[src/rtl/wb_mtimer.sv]
`default_nettype none
// ============================================================================
//  Module   : wb_mtimer
//  Purpose  : Wishbone classic slave providing a RISC-V style 64-bit machine
//             timer (mtime / mtimecmp) with a clock prescaler and a level
//             timer interrupt.
//  Ports    : wb_clk_i  - clock, all logic on the rising edge
//             wb_rst_i  - synchronous active-high reset
//             wb_adr_i  - byte address, bits [4:2] select the register
//             wb_dat_i  - write data
//             wb_sel_i  - byte lane enables for writes
//             wb_we_i   - 1 = write, 0 = read
//             wb_cyc_i  - bus cycle
//             wb_stb_i  - strobe
//             wb_dat_o  - registered read data, valid while wb_ack_o = 1
//             wb_ack_o  - registered acknowledge (one wait state)
//             irq_o     - registered level interrupt
//  Register map (wb_adr_i[4:2]):
//             0 MTIME_LO  (read latches mtime[63:32] into the hi shadow)
//             1 MTIME_HI  (read returns the hi shadow)
//             2 CMP_LO    3 CMP_HI
//             4 CTRL      bit0 EN, bit1 IRQ_EN
//             5 STATUS    bit0 PEND = (mtime >= mtimecmp), read-only
//             6,7 reserved: read 0, writes ignored
//  Revision : 1.0 - initial release
// ============================================================================
module wb_mtimer #(
    parameter int unsigned PRESCALE  = 1,
    parameter logic [63:0] CMP_RESET = 64'hFFFF_FFFF_FFFF_FFFF
) (
    input  logic        wb_clk_i,
    input  logic        wb_rst_i,
    input  logic [31:0] wb_adr_i,
    input  logic [31:0] wb_dat_i,
    input  logic [3:0]  wb_sel_i,
    input  logic        wb_we_i,
    input  logic        wb_cyc_i,
    input  logic        wb_stb_i,
    output logic [31:0] wb_dat_o,
    output logic        wb_ack_o,
    output logic        irq_o
);

    localparam int unsigned c_PRESC_W = (PRESCALE > 1) ? $clog2(PRESCALE) : 1;
    localparam logic [c_PRESC_W-1:0] c_PRESC_LAST = c_PRESC_W'(PRESCALE - 1);

    localparam logic [2:0] c_A_MTIME_LO = 3'd0;
    localparam logic [2:0] c_A_MTIME_HI = 3'd1;
    localparam logic [2:0] c_A_CMP_LO   = 3'd2;
    localparam logic [2:0] c_A_CMP_HI   = 3'd3;
    localparam logic [2:0] c_A_CTRL     = 3'd4;
    localparam logic [2:0] c_A_STATUS   = 3'd5;

    logic [63:0]          r_mtime;
    logic [63:0]          r_cmp;
    logic                 r_en;
    logic                 r_irq_en;
    logic [31:0]          r_hi_shadow;
    logic [c_PRESC_W-1:0] r_presc;
    logic                 r_ack;
    logic [31:0]          r_dat;
    logic                 r_irq;

    logic [2:0]  w_idx;
    logic        w_access;
    logic        w_wr;
    logic        w_rd;
    logic        w_pend;
    logic [31:0] w_rdata;
    logic        w_unused_adr;

    // Replace only the byte lanes enabled in sel.
    function automatic logic [31:0] merge_lanes(
        input logic [31:0] old_val,
        input logic [31:0] new_val,
        input logic [3:0]  sel
    );
        logic [31:0] res;
        res = old_val;
        for (int i = 0; i < 4; i++) begin
            if (sel[i]) begin
                res[8*i +: 8] = new_val[8*i +: 8];
            end
        end
        return res;
    endfunction

    assign w_idx        = wb_adr_i[4:2];
    assign w_unused_adr = ^{wb_adr_i[31:5], wb_adr_i[1:0]};

    // The "& ~r_ack" term forces ack low for a cycle after every access, so
    // each access is seen exactly once on the edge that raises ack.
    assign w_access = wb_cyc_i & wb_stb_i & ~r_ack;
    assign w_wr     = w_access & wb_we_i;
    assign w_rd     = w_access & ~wb_we_i;
    assign w_pend   = (r_mtime >= r_cmp);

    always_comb begin
        w_rdata = 32'd0;
        case (w_idx)
            c_A_MTIME_LO: w_rdata = r_mtime[31:0];
            c_A_MTIME_HI: w_rdata = r_hi_shadow;
            c_A_CMP_LO:   w_rdata = r_cmp[31:0];
            c_A_CMP_HI:   w_rdata = r_cmp[63:32];
            c_A_CTRL:     w_rdata = {30'd0, r_irq_en, r_en};
            c_A_STATUS:   w_rdata = {31'd0, w_pend};
            default:      w_rdata = 32'd0;
        endcase
    end

    always_ff @(posedge wb_clk_i) begin
        if (wb_rst_i) begin
            r_mtime     <= 64'd0;
            r_cmp       <= CMP_RESET;
            r_en        <= 1'b0;
            r_irq_en    <= 1'b0;
            r_hi_shadow <= 32'd0;
            r_presc     <= '0;
            r_ack       <= 1'b0;
            r_dat       <= 32'd0;
            r_irq       <= 1'b0;
        end else begin
            r_ack <= w_access;
            r_irq <= r_irq_en & w_pend;

            // A software write to mtime takes priority over a prescaler tick
            // and restarts the prescaler so the next tick is a full period away.
            if (w_wr && (w_idx == c_A_MTIME_LO)) begin
                r_mtime[31:0] <= merge_lanes(r_mtime[31:0], wb_dat_i, wb_sel_i);
                r_presc       <= '0;
            end else if (w_wr && (w_idx == c_A_MTIME_HI)) begin
                r_mtime[63:32] <= merge_lanes(r_mtime[63:32], wb_dat_i, wb_sel_i);
                r_presc        <= '0;
            end else if (r_en) begin
                if (r_presc == c_PRESC_LAST) begin
                    r_presc <= '0;
                    r_mtime <= r_mtime + 64'd1;
                end else begin
                    r_presc <= r_presc + 1'b1;
                end
            end

            if (w_wr) begin
                case (w_idx)
                    c_A_CMP_LO: r_cmp[31:0]  <= merge_lanes(r_cmp[31:0], wb_dat_i, wb_sel_i);
                    c_A_CMP_HI: r_cmp[63:32] <= merge_lanes(r_cmp[63:32], wb_dat_i, wb_sel_i);
                    c_A_CTRL: begin
                        if (wb_sel_i[0]) begin
                            r_en     <= wb_dat_i[0];
                            r_irq_en <= wb_dat_i[1];
                        end
                    end
                    default: ;
                endcase
            end

            // Reading LO snapshots HI so a LO-then-HI read pair is coherent
            // even when a carry occurs between the two accesses.
            if (w_rd) begin
                r_dat <= w_rdata;
                if (w_idx == c_A_MTIME_LO) begin
                    r_hi_shadow <= r_mtime[63:32];
                end
            end
        end
    end

    assign wb_dat_o = r_dat;
    assign wb_ack_o = r_ack;
    assign irq_o    = r_irq;

endmodule
`default_nettype wire
[config.mk]
export PLATFORM = sky130hd
export DESIGN_NAME = wb_mtimer
export DESIGN_NICKNAME = d
export VERILOG_FILES = /design/src/rtl/wb_mtimer.sv
export SDC_FILE = /design/constraint.sdc
export NUM_CORES = 1
export LEC_CHECK = 0
export CAP_MARGIN = 30
export CORE_MARGIN = 2
export CORE_UTILIZATION = 30
export CTS_CLUSTER_SIZE = 12
export DETAILED_ROUTE_END_ITERATION = 10
export PLACE_DENSITY = 0.52
export SYNTH_ARGS = -nofsm -noshare
export SYNTH_HDL_FRONTEND = slang
export SYNTH_SLANG_ARGS = --single-unit
[constraint.sdc]
create_clock -name wb_clk_i -period 3.26 [get_ports wb_clk_i]
set_input_delay 0.652 -clock wb_clk_i [delete_from_list [all_inputs] [get_ports wb_clk_i]]
set_output_delay 0.652 -clock wb_clk_i [all_outputs]
set_load 0.01 [all_outputs]
* Word-level counts from Yosys, hierarchy flattened
Index checks and enable logic that the tools add are counted.
** Word-level totals
- Bits in registers :: 197
- Input port bits :: 73
- Output and inout port bits :: 34
- Logic and storage cells :: 85
** Cells by class
- Add/sub/neg operators :: 2
- Order comparisons :: 1
- Equal/unequal tests :: 16
- Multiplexer cells :: 11
- Bitwise operators :: 8
- Reductions and logical operators :: 24
** Operators by type and width (count)
- one-hot mux 32 bit (6 select lines) :: 1
- 2-to-1 mux 64 bit :: 2
- 2-to-1 mux 32 bit :: 3
- adder 64 x 1 -> 64 bit (second input constant) :: 1
- greater-or-equal comparator 64 bit :: 1
- 2-to-1 mux 8 bit :: 4
- AND reduction 4 bit :: 8
- AND reduction 3 bit :: 9
- != test 2 bit (second input constant) :: 9
- equality test 3 x 2 -> 1 bit (second input constant) :: 2
- equality test 3 bit (second input constant) :: 2
- bitwise AND 1 bit :: 5
- != test 2 x 1 -> 1 bit (second input constant) :: 2
- nonzero test 2 bit :: 2
- equality test 3 x 1 -> 1 bit (second input constant) :: 1
- logical NOT 3 bit :: 1
- inverter 1 bit :: 3
- OR reduction 3 bit :: 1
- logical AND 1 bit :: 2
- AND reduction 2 bit :: 1
- adder 1 bit (second input constant) :: 1
- 2-to-1 mux 1 bit :: 1

* Logic depth before layout (Yosys ltp)
- Depth in word-level cells :: 6
- Depth in mapped cells :: 10

* Least setup slack after synthesis
OpenSTA, ideal clock, no wires.
- Kind :: input-to-reg
- From :: in wb_adr_i[3]
- To :: reg r_mtime[45]
- Data arrival time :: 2.353 ns
- Data required time :: 3.130 ns
- Setup slack :: 0.777 ns
- Stages :: 9
- Path through :: clkbuf_1 -> nor3b_2 -> and2_1 -> buf_2 -> buf_2 -> buf_1 -> a21oi_1 -> o211ai_1 -> o31ai_2
** Between the ends
- Longest elaborated chain between the ends :: 4
- Elaborated cells between the ends (all ways) :: 10
- Classes of those cells :: 3 x eq/ne; 1 x mux; 1 x bitwise; 5 x reduce/logical
** RTL lines
- start, declared :: line 33 : input logic [31:0] wb_adr_i,
- equality test 3 x 1 -> 1 bit or logical NOT 3 bit (tied branches) :: line 131, 128
- logical AND 1 bit (on tied branches) :: line 131, 128
- != test 2 bit (no source line) (tied with other cells)
- AND reduction 4 bit (no source line)
- end signal, assigned :: line 132 : r_mtime[63:32] <= merge_lanes(r_mtime[63:32], wb_dat_i, wb_sel_i);
- end signal, assigned :: line 137 : r_mtime <= r_mtime + 64'd1;
- end, declared :: line 54 : logic [63:0] r_mtime;
Parallel ways exist; a longest one is shown, timed or not.
A chain may end at the register's enable or synchronous reset.

* Worst setup path in the final report
- From :: reg r_cmp[31]
- To :: reg r_irq (netlist: irq_o)
** Between the ends
- Longest elaborated chain between the ends :: 2
** RTL lines
- start, declared :: line 55 : logic [63:0] r_cmp;
- start signal, assigned :: line 145 : c_A_CMP_LO: r_cmp[31:0] <= merge_lanes(r_cmp[31:0], wb_dat_i, wb_sel_i);
- greater-or-equal comparator 64 bit :: line 96 : assign w_pend = (r_mtime >= r_cmp);
- bitwise AND 1 bit :: line 124 : r_irq <= r_irq_en & w_pend;
- end signal, assigned :: line 124
- end, declared :: line 62 : logic r_irq;
Every way passes these cells.

==> results_dict.tcl <==
set metrics [dict create \
    yosys_warnings 0 \
    cts.reportedPaths.clkPinSlew_ps 80 \
    synth_ff_type "dfxtp_1" \
    final_cell_mix "nand2_1, dfxtp_1, a21oi_1, nor2_1" \
    finalMaxSlewViolations 0 \
    slew_headroom 0.526 \
    grt_pass1_wl_mm 62.0 \
    layout.cells.non_filler 1984 \
    path_buf_inv 1 \
    cts_inserted_buffers 17 \
    drt-total-wl_mm 39.6 \
    crit_chain "inv_1 -> ha_1 -> nand4_1 -> or4_1 -> a21oi_1 -> nor3_1 -> nor4_1 -> o21a_1" \
    ios 107 \
    finalCritPeriodShare 0.854 \
    grt_antenna_before_repair 0 \
    cpLargestDelayFamily "simple AND/OR/NAND/NOR gates" \
    synth.net_count 1581 \
    syn_area_um2 11100 \
    drc 0 \
    grt_setup_unrepaired "no" \
    dieHeight_um 196 \
    synth_edf_count 0 \
    worstSetupPathType "flop to flop" \
    post_cts_buffers 0 \
    viasPerCell 5.50 \
    fin_nets 1641 \
    slowest_stage "or4_1" \
    slowest_delay_ps 740 \
    grt_max_degree 74 \
    grt-ovfl-total 0 \
    row_count 70 \
    start_util 0.303 \
    crit_fanout 5 \
    min_period_ps 2780 \
    drive_above_1_share 0.0811 \
    fill_cells 3803 \
    cts_hold_buffers 0 \
    drv_cap 0 \
    place.gp.congestion 0.883 \
    finalHoldViolCount 0 \
    firstDrtPassIters 5 \
    ant_nets 0 \
    io_buffers 77 \
    wl_per_cell_um 19.9 \
    cts.path.max_buffers 2 \
    critPathRequiredTime_ps 3660 \
    rrSetupSlack_ps 480 \
    grt_usage 0.207 \
    worstMarginPinSlew_ps 704 \
    drt_iter0_drc 861 \
    irDropWorstVdd_v 0.000402 \
    total_power_uw 4940 \
    die_w_um 196 \
    ctsResizeCount 0 \
    syn_inst 1443 \
    fin_util 0.360 \
    hpwl_mm 28.7 \
    clock_sinks 196 \
    holdCritPathClass "flop to flop" \
    core_area_um2 36500 \
    finalSetupViolCount 0 \
    clock_skew_ps 11.1 \
    yosysUniqueCellTypes 68 \
    grt_pass1_vias 10600 \
    async_reset_ff_frac 0 \
    cts_tree "built" \
    p_per_area_nw_per_um2 376 \
    route.vias.total 10900 \
    outcome "complete, no violations" \
    final_common_cell "nand2_1" \
    synth.avg_cell_area_um2 7.68 \
    cp.arrival_ps 3180 \
    ys_seq_area_frac 0.354 \
    synthToLayoutAreaGrowth_pct 18.7 \
    critical_path.startpoint_type "flop" \
    antennaDiodeCount 0 \
    cp-end-kind "flop" \
    synth_top_cell_area_share 0.354 \
    leakage_uw 0.00537 \
    fmax_ghz 0.359 \
    synth-seq-cells 196 \
    dp.cells 1952 \
    die-area_um2 38500 \
    clk_latency_ps 460 \
    cts-root-buf "clkbuf_16" \
    synthTopCellsByArea "dfxtp_1, a21oi_1, nand2_1" \
    h-tree-depth 4 \
    setup_tns_ps 0 \
    yosys.area.top_type "dfxtp_1" \
]
## registers in the layout, summed over array words and instances (netlist names)
name and count:
wb_ack_o 1, r_irq_en 1, r_en 1, wb_dat_o 32, r_cmp 64, r_mtime 64, irq_o 1, r_hi_shadow 32
## worst paths after layout
kind / from / to / depth (start not counted)
setup / recovery: r_cmp[31] / irq_o / 8
hold / removal: r_hi_shadow[4] / r_hi_shadow[4] / 2
setup reg to reg: r_cmp[31] / irq_o / 8
hold reg to reg: r_hi_shadow[4] / r_hi_shadow[4] / 2
## cells by family (layout without fill, tap and decap cells)
kind of cell / after synthesis / count (layout) / synth area share
AO/OA/AOI/OAI: 462 / 462 / 0.266
adder cells (fa/ha/maj): 65 / 65 / 0.0734
buffers and inverters: 177 / 250 / 0.0612
flip-flops: 196 / 196 / 0.354
multiplexers: 24 / 24 / 0.0229
AND/OR/NAND/NOR: 519 / 519 / 0.222
## metal layers
| layer | wire (µm) | track usage | up-vias |
|---|---|---|---|
| met3 | 1790 | 0.0320 | 49 |
| li1 | - | - | 5356 |
| met5 | 0 | 0 | - |
| met1 | 18800 | 0.281 | 5233 |
| met4 | 831 | 0.0651 | 0 |
| met2 | 18100 | 0.338 | 283 |
## worst min-delay path, cell delays in order, from the launching register on
cell and delay [ps]:
dfxtp_1 310, nand2_1 50, a21oi_1 50
## through the flow
stage / hold slack, ps / cell area (µm²) / worst slack, ps
finish: 455 / 13100 / 476
global route: 470 / 13100 / 264
CTS: 457 / 13100 / 449
detailed placement: 446 / 12600 / 204
global placement: 441 / 12600 / 282
floorplan: 432 / 11100 / 777
## area by class of cell
type	instances	area [µm²]	share of cell area
Multi-Input combinational cell	1070	6500	0.494
Sequential cell	196	3920	0.298
Timing Repair Buffer	139	1270	0.0967
Tap cell	468	586	0.0445
Clock buffer	21	470	0.0358
Inverter	79	297	0.0226
Clock inverter	11	104	0.00790
## synthesized netlist by cell type (4+ instances only)
cell and n:
buf_1 7, o31ai_1 10, nor3_2 4, nor3b_1 5, a21oi_1 171, a32o_1 4
and2_1 6, o21ai_0 61, nor3_1 24, a21o_1 11, nand3_1 42, a22o_1 12
a211oi_1 21, or4_1 5, nand2_1 220, nor2_1 125, o22ai_1 6, buf_2 8
and3_1 20, and4_1 5, ha_1 65, a22oi_1 78, nor4_1 10, nand4_1 28
a311oi_1 4, o211ai_1 49, inv_1 79, mux2i_1 22, dfxtp_1 196, clkbuf_1 82
## report_power, final
part           leakage (µW)  switching (µW)  internal [µW]
clock network      0.000279            1020           1120
registers           0.00158            23.2           2410
logic               0.00351             230            138
total               0.00537            1270           3670
Note: power is estimated with default switching activity, not from simulation.
